**config.mk**
```make
export PLATFORM = sky130hd
export DESIGN_NAME = cnn_div_seq_21s_7s_flat
export DESIGN_NICKNAME = d
export VERILOG_FILES = /design/src/rtl/cnn_div_seq_21s_7s_if.sv /design/src/rtl/cnn_div_seq_21s_7s.sv /design/src/flat_wrapper.sv
export SDC_FILE = /design/constraint.sdc
export NUM_CORES = 1
export LEC_CHECK = 0
export ABC_AREA = 1
export ABC_CLOCK_PERIOD_IN_PS = 4600
export BUFFER_PORTS_ARGS = -buffer_cell sky130_fd_sc_hd__buf_2
export CORE_ASPECT_RATIO = 0.6
export CORE_MARGIN = 2
export CORE_UTILIZATION = 63
export CTS_CLUSTER_SIZE = 16
export DETAILED_ROUTE_END_ITERATION = 8
export PLACE_DENSITY = 0.85
export SLEW_MARGIN = 5
export SYNTH_ARGS = -nofsm -noshare
export SYNTH_HDL_FRONTEND = slang
export SYNTH_SLANG_ARGS = --single-unit
```
**constraint.sdc**
```tcl
create_clock -name ap_clk -period 4.6 [get_ports ap_clk]
set_clock_uncertainty 0.1 [all_clocks]
set_input_delay 0.92 -clock ap_clk [delete_from_list [all_inputs] [get_ports ap_clk]]
set_output_delay 0.92 -clock ap_clk [all_outputs]
set_load 0.01 [all_outputs]
```
**src/rtl/cnn_div_seq_21s_7s_if.sv**
```systemverilog
// Operand/result bundle for the sequential 21s/7s divider: start handshake in,
// status strobes and signed results out.
interface cnn_div_seq_21s_7s_if;
  logic        ap_start;
  logic [20:0] dividend;
  logic [6:0]  divisor;
  logic        ap_ready;
  logic        ap_idle;
  logic        ap_done;
  logic [13:0] quotient;
  logic [6:0]  remainder;
  logic        div_by_zero;
  logic        ovf;

  modport master (
    output ap_start, dividend, divisor,
    input  ap_ready, ap_idle, ap_done, quotient, remainder, div_by_zero, ovf
  );

  modport slave (
    input  ap_start, dividend, divisor,
    output ap_ready, ap_idle, ap_done, quotient, remainder, div_by_zero, ovf
  );
endinterface

```
**src/rtl/cnn_div_seq_21s_7s.sv**
```systemverilog
// Sequential signed divider, 21-bit dividend / 7-bit divisor, restoring, fixed latency.
// Define CNN_DIV_SAT_EN to saturate the 14-bit quotient (and flag ovf) instead of wrapping.
module cnn_div_seq_21s_7s #(
  parameter logic [31:0] ID = 32'd1
) (
  input  logic                      ap_clk,
  input  logic                      ap_rst,
  cnn_div_seq_21s_7s_if.slave       bus
);

  typedef enum logic [1:0] {
    S_IDLE = 2'd0,
    S_CALC = 2'd1,
    S_FIX  = 2'd2,
    S_DONE = 2'd3
  } state_e;

  localparam logic [4:0] LAST_ITER = 5'd20;

  // ID is an instance tag only; this empty block keeps it referenced.
  if (ID == 32'd0) begin : g_id_tag_zero
  end

  state_e      state_q, state_d;
  logic [4:0]  cnt_q, cnt_d;
  logic [20:0] dvd_q, dvd_d;       // dividend magnitude, becomes quotient magnitude
  logic [6:0]  rem_q, rem_d;       // partial remainder magnitude
  logic [7:0]  dvs_q, dvs_d;       // divisor magnitude (holds 64 exactly)
  logic        neg_q_q, neg_q_d;
  logic        neg_r_q, neg_r_d;
  logic        dz_q, dz_d;

  logic [13:0] quotient_q, quotient_d;
  logic [6:0]  remainder_q, remainder_d;
  logic        div_by_zero_q, div_by_zero_d;
  logic        ovf_q, ovf_d;

  logic [21:0] dvd_mag;
  logic [7:0]  dvs_mag;
  logic [7:0]  trial;
  logic        qbit;
`ifdef CNN_DIV_SAT_EN
  logic signed [21:0] q_full;
`endif

  // NOTE: every signal written here gets a default first so no latch is inferred.
  always_comb begin
    state_d       = state_q;
    cnt_d         = cnt_q;
    dvd_d         = dvd_q;
    rem_d         = rem_q;
    dvs_d         = dvs_q;
    neg_q_d       = neg_q_q;
    neg_r_d       = neg_r_q;
    dz_d          = dz_q;
    quotient_d    = quotient_q;
    remainder_d   = remainder_q;
    div_by_zero_d = div_by_zero_q;
    ovf_d         = ovf_q;
`ifdef CNN_DIV_SAT_EN
    q_full        = neg_q_q ? 22'sd0 - $signed({1'b0, dvd_q}) : $signed({1'b0, dvd_q});
`endif

    dvd_mag = bus.dividend[20] ? 22'd0 - {1'b1, bus.dividend} : {1'b0, bus.dividend};
    dvs_mag = bus.divisor[6]   ? 8'd0  - {1'b1, bus.divisor}  : {1'b0, bus.divisor};
    trial   = {rem_q, dvd_q[20]};
    qbit    = (trial >= dvs_q);

    unique case (state_q)
      S_IDLE: begin
        if (bus.ap_start) begin
          state_d = S_CALC;
          cnt_d   = 5'd0;
          dvd_d   = dvd_mag[20:0];
          // Bits above the 21-bit window seed the partial remainder.
          rem_d   = {6'd0, dvd_mag[21]};
          dvs_d   = dvs_mag;
          neg_q_d = bus.dividend[20] ^ bus.divisor[6];
          neg_r_d = bus.dividend[20];
          dz_d    = (bus.divisor == 7'd0);
        end
      end
      S_CALC: begin
        dvd_d = {dvd_q[19:0], qbit};
        rem_d = 7'(trial - (qbit ? dvs_q : 8'd0));
        if (cnt_q == LAST_ITER) begin
          state_d = S_FIX;
          cnt_d   = 5'd0;
        end else begin
          cnt_d = cnt_q + 5'd1;
        end
      end
      S_FIX: begin
        state_d = S_DONE;
        if (dz_q) begin
          quotient_d    = 14'd0;
          remainder_d   = 7'd0;
          div_by_zero_d = 1'b1;
          ovf_d         = 1'b0;
        end else begin
          div_by_zero_d = 1'b0;
          remainder_d   = neg_r_q ? 7'd0 - rem_q : rem_q;
`ifdef CNN_DIV_SAT_EN
          if (q_full > 22'sd8191) begin
            quotient_d = 14'h1FFF;
            ovf_d      = 1'b1;
          end else if (q_full < -22'sd8192) begin
            quotient_d = 14'h2000;
            ovf_d      = 1'b1;
          end else begin
            quotient_d = q_full[13:0];
            ovf_d      = 1'b0;
          end
`else
          quotient_d = 14'(neg_q_q ? 21'd0 - dvd_q : dvd_q);
          ovf_d      = 1'b0;
`endif
        end
      end
      S_DONE: state_d = S_IDLE;
      default: state_d = S_IDLE;
    endcase
  end

  // NOTE: sequential state uses non-blocking assignments only.
  always_ff @(posedge ap_clk or posedge ap_rst) begin
    if (ap_rst) begin
      state_q       <= S_IDLE;
      cnt_q         <= 5'd0;
      dvd_q         <= 21'd0;
      rem_q         <= 7'd0;
      dvs_q         <= 8'd0;
      neg_q_q       <= 1'b0;
      neg_r_q       <= 1'b0;
      dz_q          <= 1'b0;
      quotient_q    <= 14'd0;
      remainder_q   <= 7'd0;
      div_by_zero_q <= 1'b0;
      ovf_q         <= 1'b0;
    end else begin
      state_q       <= state_d;
      cnt_q         <= cnt_d;
      dvd_q         <= dvd_d;
      rem_q         <= rem_d;
      dvs_q         <= dvs_d;
      neg_q_q       <= neg_q_d;
      neg_r_q       <= neg_r_d;
      dz_q          <= dz_d;
      quotient_q    <= quotient_d;
      remainder_q   <= remainder_d;
      div_by_zero_q <= div_by_zero_d;
      ovf_q         <= ovf_d;
    end
  end

  assign bus.ap_idle     = (state_q == S_IDLE);
  assign bus.ap_ready    = (state_q == S_IDLE) && bus.ap_start;
  assign bus.ap_done     = (state_q == S_DONE);
  assign bus.quotient    = quotient_q;
  assign bus.remainder   = remainder_q;
  assign bus.div_by_zero = div_by_zero_q;
  assign bus.ovf         = ovf_q;

endmodule

```
**src/flat_wrapper.sv**
```systemverilog
// flat-port wrapper written by rule: the top's interface ports become plain ports
module cnn_div_seq_21s_7s_flat 
#(
  parameter logic [31:0] ID = 32'd1
)
  (ap_clk, ap_rst, bus_ap_start, bus_dividend, bus_divisor, bus_ap_ready, bus_ap_idle, bus_ap_done, bus_quotient, bus_remainder, bus_div_by_zero, bus_ovf);
  cnn_div_seq_21s_7s_if bus_i ();
  input  logic ap_clk;
  input  logic ap_rst;
  input wire logic [$bits(bus_i.ap_start)-1:0] bus_ap_start;
  input wire logic [$bits(bus_i.dividend)-1:0] bus_dividend;
  input wire logic [$bits(bus_i.divisor)-1:0] bus_divisor;
  output wire logic [$bits(bus_i.ap_ready)-1:0] bus_ap_ready;
  output wire logic [$bits(bus_i.ap_idle)-1:0] bus_ap_idle;
  output wire logic [$bits(bus_i.ap_done)-1:0] bus_ap_done;
  output wire logic [$bits(bus_i.quotient)-1:0] bus_quotient;
  output wire logic [$bits(bus_i.remainder)-1:0] bus_remainder;
  output wire logic [$bits(bus_i.div_by_zero)-1:0] bus_div_by_zero;
  output wire logic [$bits(bus_i.ovf)-1:0] bus_ovf;
  assign bus_i.ap_start = bus_ap_start;
  assign bus_i.dividend = bus_dividend;
  assign bus_i.divisor = bus_divisor;
  assign bus_ap_ready = bus_i.ap_ready;
  assign bus_ap_idle = bus_i.ap_idle;
  assign bus_ap_done = bus_i.ap_done;
  assign bus_quotient = bus_i.quotient;
  assign bus_remainder = bus_i.remainder;
  assign bus_div_by_zero = bus_i.div_by_zero;
  assign bus_ovf = bus_i.ovf;
  cnn_div_seq_21s_7s #(.ID(ID)) u_core (.ap_clk(ap_clk), .ap_rst(ap_rst), .bus(bus_i));
endmodule
```
==> results.ini, run 1 <==
[outcome]
result_of_the_run=finished clean

[timing]
setup-violations-final=0
fmax_mhz=341
rsz0062_at_grt=no
final-hold-violation-count=0
tns_ns=0
finalCritPeriodShare_pct=63.7
worst_slew_margin_rel_pct=45.9
worst_slew_pin_slew_ns=0.810
final_max_slew_viol_count=0
layout_min_cycle_time_ns=2.93

[cells_and_area]
drive_gt1_share_pct=15.9
finish.net_count=699
antennaDiodeCount=0
layout-area-overhead-vs-synth_pct=15.2
finalInstanceArea_mm2=0.00507
layout.cells.most_common=nand2_1
fillerInstances=504
layout_common_cells=136 x nand2_1, 71 x inv_1, 68 x dfrtp_1

[route]
drcViolationCount=0
route.detailed.vias_per_inst=5.77
drtAntennaViolNets=0
num_vias=4243
wirelength_um=11300
wl_per_cell_um=15.3
drt_pass1_iterations=5
initialDrtViolationCount=332

[clocking]
clock_latency_ns=0.34
post_cts.repair.setup_buffers=0
cts_num_sinks=68
path_clk_slew_ns=0.06
clk_path_buf_depth=2
h_tree_depth=3
root_buffer=clkbuf_16
cts_repair_resize_count=0
cts_buf_count=9
cts-hold-fix-buffers=0
tritoncts_clock_tree=yes

[worst_setup_path]
worst_r2r_path_depth=9
worst_ep_arrival_time_ns=3.09
critical_path_data_required_time_ns=4.75
worst_setup_path_start_kind=flip-flop
timing.setup.critical_path_class=flip-flop to flip-flop
critical_path.max_fanout=32
worst_setup_end_kind=flip-flop

[floorplanning]
die_h_um=68.7
initial_core_util_pct=65.6
ioPinCount=57
fp.dieArea_mm2=0.00769
placementRows=23
die_w_um=112
core_mm2=0.00671

[job]
cap_viol_max_count=0

[global_routing]
globalRouteOverflowTotal=0
gr-usage-all-layers_pct=30.9
via_count_of_the_first_global_routing_pass=3748
grt_first_pass_wirelength_um=18300
grt_antenna_before_repair=0
grt_max_degree=40

[placed_design]
globalplace.congestion=0.865
placement.io_buffers=55
postPlaceCellArea_mm2=0.00471
dp.final_hpwl_um=8200

[yosys]
synth_top_area_share_pct=38.7
synth_enable_flop_cells=0
netlist-cell-type-count=43
netlist_top_cells_area=dfrtp_1 39%, nand2_1 12%, ha_1 6.8%, o21ai_0 6.4%, inv_1 6.1%
synth_area_mm2=0.00440
synth-seq-area-share_pct=38.7
async_flop_share_pct=100
synth_cells=594
synth.net_count=650
post-synth-top-area-cell=dfrtp_1
ys_warn_count=0
postSynthAreaPerCell_um2=7.41
ffs_latches_synth=68
most_used_flip_flop_cell_after_synthesis=dfrtp_1

[power_and_ir_drop]
static_power_due_to_leakage_nw=2.61
powerDensity_mw_per_mm2=755
peakVddDrop_uv=427

[worst_hold_path]
hold_path_class=flip-flop to flip-flop
hold-path-cell-count=2

-- state kept, by name, indices dropped and copies added (netlist names) --
name and count:
u_core.dvd_q 21, u_core.bus.quotient 14, u_core.dvs_q 8, u_core.bus.remainder 7, u_core.rem_q 7, u_core.cnt_q 5
u_core.state_q 2, u_core.bus.div_by_zero 1, u_core.dz_q 1, u_core.neg_q_q 1, u_core.neg_r_q 1
-- per-stage QoR --
stage               total power, mW  std cells  utilization [%]  setup slack [ns]  hold slack [ns]
finish                         3.83        735             75.6              1.67            0.373
global route                   4.16        735             75.6              1.44            0.401
CTS                            3.80        735             75.6              1.74            0.375
detailed placement             2.94        719             70.3              1.76            0.360
global placement               2.84        719             70.3              1.88            0.357
floorplan                      2.44        594                -              1.87            0.344
-- where the power goes --
part / internal (mW) / switching, mW / leakage [nW] / total [mW]
Sequential: 0.876 / 0.266 / 0.850 / 1.14
Clock: 0.561 / 0.272 / 0.172 / 0.833
Combinational: 0.663 / 1.19 / 1.58 / 1.85
Total: 2.10 / 1.73 / 2.61 / 3.83
-- cells by family after synthesis --
| family | Yosys count | synth area share [%] |
|---|---|---|
| DFF | 68 | 38.7 |
| and+or+nand+nor | 255 | 25.7 |
| AOI/OAI and AO/OA | 139 | 17.9 |
| other | 1 | 0.0852 |
| adders and majority gates | 25 | 7.28 |
| buffers and inverters | 98 | 8.76 |
| xor gates and xnor gates | 8 | 1.59 |
-- final timing paths --
kind	from	to	slack (ns)
min in group asynchronous	ap_rst	u_core.bus.quotient[0]	0.64
worst min register to register	u_core.bus.quotient[10]	u_core.bus.quotient[10]	0.37
worst max register to register	u_core.state_q[1]	u_core.dvd_q[2]	1.67
max in group asynchronous	ap_rst	u_core.dvs_q[1]	2.86
worst min-delay path	u_core.bus.quotient[10]	u_core.bus.quotient[10]	0.37
worst max-delay path	u_core.state_q[1]	u_core.dvd_q[2]	1.67
-- worst max-delay path, cell delays in order, from the launching register on --
cell     delay (ns)
dfrtp_1        0.40
inv_1          0.10
ha_1           0.65
inv_2          0.38
o21ai_2        0.21
buf_4          0.33
inv_2          0.26
a21oi_1        0.19
o21ai_0        0.11
o21ai_0        0.11
-- final cells by class --
class | count | area (um2) | share of cell area [%]
Timing Repair Buffer | 57 | 290 | 5.73
Inverter | 79 | 297 | 5.85
Tap cell | 87 | 109 | 2.15
Clock buffer | 11 | 253 | 4.99
Multi-Input combinational cell | 428 | 2310 | 45.6
Clock inverter | 5 | 106 | 2.10
Sequential cell | 68 | 1700 | 33.6
-- per-layer routing --
metal | GRT usage [%] | wire length [um]
met1 | 43.0 | 5390
met5 | 0 | 0
met4 | 7.72 | 127
met2 | 46.3 | 4690
met3 | 11.2 | 1060
-- synthesized netlist by cell type (all sizes together), types with 2 or more instances --
| library cell | n |
|---|---|
| nand3b | 3 |
| and3 | 2 |
| ha | 24 |
| clkbuf | 6 |
| o221ai | 3 |
| o21a | 2 |
| buf | 13 |
| xnor2 | 2 |
| o21ai | 70 |
| nor3 | 12 |
| dfrtp | 68 |
| o211ai | 5 |
| a32o | 4 |
| o22ai | 6 |
| inv | 79 |
| nand3 | 37 |
| nand4 | 5 |
| a21oi | 38 |
| a21boi | 2 |
| o31ai | 4 |
| nor2 | 56 |
| a22oi | 3 |
| nand2 | 140 |
| xor2 | 6 |
No activity file was read; power rests on OpenSTA's default activity.
==> inputs of run 2 (changes only) <==
ABC_CLOCK_PERIOD_IN_PS = 2500   (was 4600)
CORE_UTILIZATION = 53   (was 63)
PLACE_DENSITY = 0.76   (was 0.85)
clock period = 2.5 ns   (was 4.6 ns; I/O delays follow)
==> results.ini, run 2 (synthesis gave the netlist of run 1 again) <==
[outcome]
result_of_the_run=finished clean

[worst_setup_path]
path_cells=inv_1 > ha_1 > nand2_1 > nor2_1 > nand2_2 > nand2_2 > nand2_1 > ha_1 > a21oi_1 > o21ai_2 > a31oi_4 > nand3_1 > nand3_1 > nand2_1
worst_setup_end_kind=flip-flop
worst_setup_path_start_kind=flip-flop
crit_path_top_delay_cell=dfrtp_1
path_common_cell=nand2_1
critical_path.max_fanout=6  ; -81%
worst_path_max_stage_delay_ns=0.37  ; -0.28 ns
worst_path_dominant_cell_family=simple AND/OR/NAND/NOR gates
worst_ep_arrival_time_ns=2.59  ; -0.50 ns
critical_path_data_required_time_ns=2.63  ; -2.12 ns
timing.setup.critical_path_class=flip-flop to flip-flop
cp.buffers_inverters=1  ; -3

[cells_and_area]
fillerInstances=662  ; +31%
layout-area-overhead-vs-synth_pct=22.5
finish.net_count=724  ; +3.6%
drive_gt1_share_pct=22.6  ; +6.7 points
layout.cells.most_common=nand2_1
antennaDiodeCount=0  ; unchanged
largest_register=u_core.dvd_q
stdcell_count=781  ; +6.3%
layout_common_cells=130 x nand2_1, 68 x inv_1, 68 x dfrtp_1
finalInstanceArea_mm2=0.00539  ; +6.3%
number_of_flip_flops_in_the_largest_register=21  ; unchanged

[clocking]
h_tree_depth=3  ; unchanged
cts_buf_count=9  ; unchanged
path_clk_slew_ns=0.06  ; about the same
root_buffer=clkbuf_16
clk_path_buf_depth=2  ; unchanged
tritoncts_clock_tree=yes
clock_latency_ns=0.34  ; about the same
cts_num_sinks=68  ; unchanged

[route]
drcViolationCount=0  ; unchanged
drtAntennaViolNets=0  ; unchanged
wirelength_um=11400  ; +1.6%
initialDrtViolationCount=307  ; -7.5%
num_vias=4236  ; -0.16%
route.detailed.vias_per_inst=5.42  ; -6.0%
wl_per_cell_um=14.7  ; -4.4%
drt_pass1_iterations=5  ; unchanged

[floorplanning]
initial_core_util_pct=55.2  ; -10 points
die_w_um=122  ; +8.7%
die_h_um=74.6  ; +8.5%
core_mm2=0.00798  ; +19%
ioPinCount=57  ; unchanged
fp.dieArea_mm2=0.00907  ; +18%
placementRows=25  ; +8.7%

[global_routing]
gr-usage-all-layers_pct=26.2  ; -4.6 points
grt_max_degree=69  ; +73%
via_count_of_the_first_global_routing_pass=3622  ; -3.4%
globalRouteOverflowTotal=0  ; unchanged
grt_antenna_before_repair=0  ; unchanged
grt_first_pass_wirelength_um=18100  ; -1.2%

[power_and_ir_drop]
powerDensity_mw_per_mm2=1400  ; +85%
static_power_due_to_leakage_nw=2.71  ; +4.1%
netSwitchingPower_mw=3.41  ; +97%
power.share.combinational_pct=55.2  ; +6.8 points
total_power_mw=7.53  ; +97%
power.share.clock_pct=18.0  ; -3.8 points
share_seq_of_total_power_pct=26.8  ; -3.0 points
internal_power_mw=4.12  ; +96%
peakVddDrop_uv=868  ; +100%
power.share.switching_pct=45.2  ; +0.080 points

[placed_design]
dp.final_hpwl_um=8340  ; +1.8%
globalplace.congestion=0.910  ; +5.2%
postPlaceCellArea_mm2=0.00488  ; +3.7%
placement.io_buffers=55  ; unchanged
post-place-cells=758  ; +5.4%

[timing]
finalCritPeriodShare_pct=98.5  ; +35 points
worst_slew_pin_slew_ns=0.490  ; -0.320 ns
layout_min_cycle_time_ns=2.46  ; -0.470 ns
setup-violations-final=0  ; unchanged
rsz0062_at_grt=yes
final-hold-violation-count=0  ; unchanged
worst_hold_slack_ns=0.134  ; -0.238 ns
final_max_slew_viol_count=0  ; unchanged
worst_slew_margin_rel_pct=67.0  ; +21 points
fmax_mhz=406  ; +19%

[job]
cap_viol_max_count=0  ; unchanged

[worst_hold_path]
hold_path_class=input pin to asynchronous set/reset pin

-- run 2: worst reg2reg max path, delay by kind of cell (launching register included) --
kind,cells,cell delay [ns]
and+or+nand+nor,8,0.77
DFF,1,0.37
buffers and inverters,1,0.07
AOI/OAI and AO/OA,3,0.46
adders and majority gates,2,0.59
-- run 2: layer usage --
metal	track usage (%)	part of all wire, %	routed length (um)
met1	41.1	52	6000
met2	35.3	39	4470
met3	6.37	7.4	845
met4	7.54	1.2	134
met5	0	0	0
-- run 2: final cells by class --
class	count	area, um2	share of cell area, %
multi-input cells	428	2450	45.4
repair buffers	82	490	9.10
inverters	79	297	5.50
well taps	108	135	2.51
clock buffers	10	229	4.25
clock inverters	6	88.8	1.65
flip-flops and latches	68	1700	31.6
-- run 2: power groups by stage --
stage	clock network, mW	registers (mW)	logic (mW)
after floorplan	0	1.99	2.51
after global placement	0	1.99	3.54
after detailed placement	0	2.01	3.64
after CTS	1.37	2.00	3.67
after global routing	1.43	2.08	4.64
final	1.36	2.02	4.16
-- run 2: worst paths after layout --
path                            slack [ns]                       to                     from  cells after the start
worst max-delay path                  0.04          u_core.rem_q[6]          u_core.dvs_q[6]                     14
worst min-delay path                  0.13  u_core.bus.remainder[1]                   ap_rst                      3
worst max register to register        0.04          u_core.rem_q[6]          u_core.dvs_q[6]                     14
worst min register to register        0.37  u_core.bus.quotient[11]  u_core.bus.quotient[11]                      2
max in group asynchronous             1.86          u_core.dvs_q[0]                   ap_rst                      3
min in group ap_clk                   0.37          u_core.dvs_q[1]           bus_divisor[1]                      3
-- run 2: stage by stage --
stage / TNS (ns) / setup slack (ns) / utilization, %
after floorplan: 0 / 0.146 / -
after global placement: 0 / 0.0546 / 61.2
after detailed placement: -0.0160 / -0.0160 / 61.2
after CTS: 0 / 0.00383 / 65.3
after global routing: -0.223 / -0.0933 / 67.6
final: 0 / 0.0380 / 67.6
-- run 2: what timing repair did --
action | 4_1_cts | 5_1_grt
pin swaps | 1 | 17
hold buffers | 0 | 0
gates resized for setup | 1 | 29
setup endpoints to repair | 1 | 5
setup buffers | 0 | 7
==> inputs of run 3 (changes only) <==
ABC_CLOCK_PERIOD_IN_PS = 2800   (was 2500)
CORE_UTILIZATION = 59   (was 53)
PLACE_DENSITY = 0.8   (was 0.76)
SKIP_CTS_REPAIR_TIMING = 1   (was not set)
clock period = 2.8 ns   (was 2.5 ns; I/O delays follow)
==> results.ini, run 3 (synthesis gave the netlist of run 1 again) <==
[timing]
final_max_slew_viol_count=0  ; unchanged
final-hold-violation-count=0  ; unchanged
finalCritPeriodShare_pct=94.3  ; -4.1 points
worst_slew_pin_slew_ns=0.698  ; +0.209 ns
fmax_mhz=379  ; -6.8%
tns_ns=0  ; unchanged
rsz0062_at_grt=no
layout_min_cycle_time_ns=2.64  ; +0.180 ns
worst_slew_margin_rel_pct=53.4  ; -14 points
worst_hold_slack_ns=0.181  ; +0.0467 ns
final.setup.worst_slack_ns=0.158  ; +0.120 ns
setup-violations-final=0  ; unchanged

[cells_and_area]
number_of_flip_flops_in_the_largest_register=21  ; unchanged
seq_area_mm2=0.00171  ; +0.22%
antennaDiodeCount=0  ; unchanged
area_used_by_multi_input_combinational_logic_mm2=0.00234  ; -4.2%
layout.cells.most_common=nand2_1
stdcell_count=756  ; -3.2%
largest_register=u_core.dvd_q
finish.net_count=703  ; -2.9%
finalInstanceArea_mm2=0.00513  ; -4.7%
layout_common_cells=136 x nand2_1, 71 x inv_1, 65 x dfrtp_1
fillerInstances=596  ; -10%
post-route-util_pct=70.9  ; +3.4 points
layout-area-overhead-vs-synth_pct=16.7
drive_gt1_share_pct=17.5  ; -5.1 points

[power_and_ir_drop]
netSwitchingPower_mw=2.86  ; -16%
power.share.combinational_pct=50.9  ; -4.3 points
power.share.clock_pct=19.5  ; +1.5 points
internal_power_mw=3.41  ; -17%
powerDensity_mw_per_mm2=1220  ; -13%
static_power_due_to_leakage_nw=2.61  ; -3.6%
peakVddDrop_uv=669  ; -23%
total_power_mw=6.27  ; -17%
power.share.switching_pct=45.6  ; +0.34 points
share_seq_of_total_power_pct=29.6  ; +2.8 points

[worst_setup_path]
timing.setup.critical_path_class=flip-flop to flip-flop
worst_setup_end_kind=flip-flop
worst_path_max_stage_delay_ns=0.44  ; +0.07 ns
ff2ff_setup_slack_ns=0.16  ; +0.12 ns
critPathCapture=u_core.rem_q[4]
worst_setup_path_start_kind=flip-flop
critical_path.max_fanout=6  ; unchanged
path_cells=ha_1 > nand2_1 > nor2_1 > nor2_1 > nand2_1 > nand2_1 > a21boi_1 > ha_1 > inv_1 > fa_2 > nand2_1 > nand2_1 > a21oi_1 > o21ai_0 > o21ai_0
worst_path_dominant_cell_family=adder cells
worst_ep_arrival_time_ns=2.79  ; +0.20 ns
crit_path_top_delay_cell=dfrtp_2
path_common_cell=nand2_1
worst_r2r_startpoint=u_core.rem_q[2]
cp-startpoint=u_core.rem_q[2]
critical_path.reg2reg.endpoint=u_core.rem_q[4]
crit_cells=15  ; +1
worst_r2r_path_depth=15  ; +1
critical_path_data_required_time_ns=2.95  ; +0.32 ns
cp.buffers_inverters=1  ; unchanged

[clocking]
h_tree_depth=3  ; unchanged
cts_num_sinks=68  ; unchanged
root_buffer=clkbuf_16
tritoncts_clock_tree=yes
path_clk_slew_ns=0.06  ; about the same
cts_buf_count=9  ; unchanged
clk_path_buf_depth=2  ; unchanged
clock_latency_ns=0.33  ; about the same

[placed_design]
dp.final_hpwl_um=8160  ; -2.2%
post-place-cells=740  ; -2.4%
placement.io_buffers=55  ; unchanged
postPlaceCellArea_mm2=0.00477  ; -2.3%
globalplace.congestion=0.893  ; -1.9%
dp_slack_ns=0.139  ; +0.155 ns

[floorplanning]
die_h_um=70.9  ; -4.9%
die_w_um=115  ; -5.0%
placementRows=24  ; -4.0%
core_mm2=0.00724  ; -9.3%
initial_core_util_pct=60.8  ; +5.6 points
ioPinCount=57  ; unchanged
fp.dieArea_mm2=0.00819  ; -9.7%

[route]
wl_per_cell_um=14.5  ; -1.1%
drcViolationCount=0  ; unchanged
wirelength_um=11000  ; -4.2%
initialDrtViolationCount=385  ; +25%
drt_pass1_iterations=5  ; unchanged
num_vias=4180  ; -1.3%
route.detailed.vias_per_inst=5.53  ; +1.9%
drtAntennaViolNets=0  ; unchanged

[worst_hold_path]
hold_path_class=input pin to asynchronous set/reset pin

[outcome]
result_of_the_run=finished clean

[global_routing]
grt_first_pass_wirelength_um=18100  ; +0.34%
gr-usage-all-layers_pct=28.4  ; +2.1 points
globalRouteOverflowTotal=0  ; unchanged
grt_antenna_before_repair=0  ; unchanged
via_count_of_the_first_global_routing_pass=3803  ; +5.0%
grt_max_degree=69  ; unchanged

[job]
cap_viol_max_count=0  ; unchanged

run 3: worst min path at each step:
| stage | from | endpoint | cells past startpoint | slack, ns |
|---|---|---|---|---|
| after floorplan | u_core.dvd_q[14] | u_core.dvd_q[14] | 2 | 0.34 |
| after global placement | u_core.bus.quotient[7] | u_core.bus.quotient[7] | 2 | 0.36 |
| after detailed placement | u_core.bus.quotient[10] | u_core.bus.quotient[10] | 2 | 0.36 |
| after CTS | ap_rst | u_core.bus.remainder[1] | 3 | 0.21 |
| after global routing | ap_rst | u_core.bus.remainder[1] | 3 | 0.23 |
| final | ap_rst | u_core.bus.remainder[1] | 3 | 0.18 |
run 3: area by class of cell:
class / instances / share of cell area [%]
multi-input combinational: 428 / 45.6
sequential: 68 / 33.2
timing repair buffer: 61 / 6.48
inverter: 79 / 5.78
clock buffer: 10 / 4.66
tap: 104 / 2.53
clock inverter: 6 / 1.68
run 3: per-layer routing:
metal	share of wire, %	vias up	track usage [%]
met5	0	-	0
met4	0.60	0	6.56
met3	8.8	8	6.68
met2	43	166	41.6
met1	47	1935	42.7
li1	-	2071	-
run 3: worst reg2reg max path, stage by stage, from the launching register on:
cell and delay [ns]:
dfrtp_2 0.44, ha_1 0.30, nand2_1 0.08, nor2_1 0.13
nor2_1 0.05, nand2_1 0.06, nand2_1 0.10, a21boi_1 0.16
ha_1 0.18, inv_1 0.07, fa_2 0.38, nand2_1 0.09
nand2_1 0.07, a21oi_1 0.16, o21ai_0 0.10, o21ai_0 0.08
run 3: power by group through the flow:
| stage | clock network (mW) | registers, mW | logic (mW) |
|---|---|---|---|
| 2_1_floorplan | 0 | 1.78 | 2.24 |
| 3_3_place_gp | 0 | 1.81 | 2.91 |
| 3_5_place_dp | 0 | 1.84 | 3.04 |
| 4_1_cts | 1.24 | 1.83 | 3.07 |
| 5_1_grt | 1.29 | 1.91 | 3.61 |
| 6_report | 1.22 | 1.86 | 3.19 |
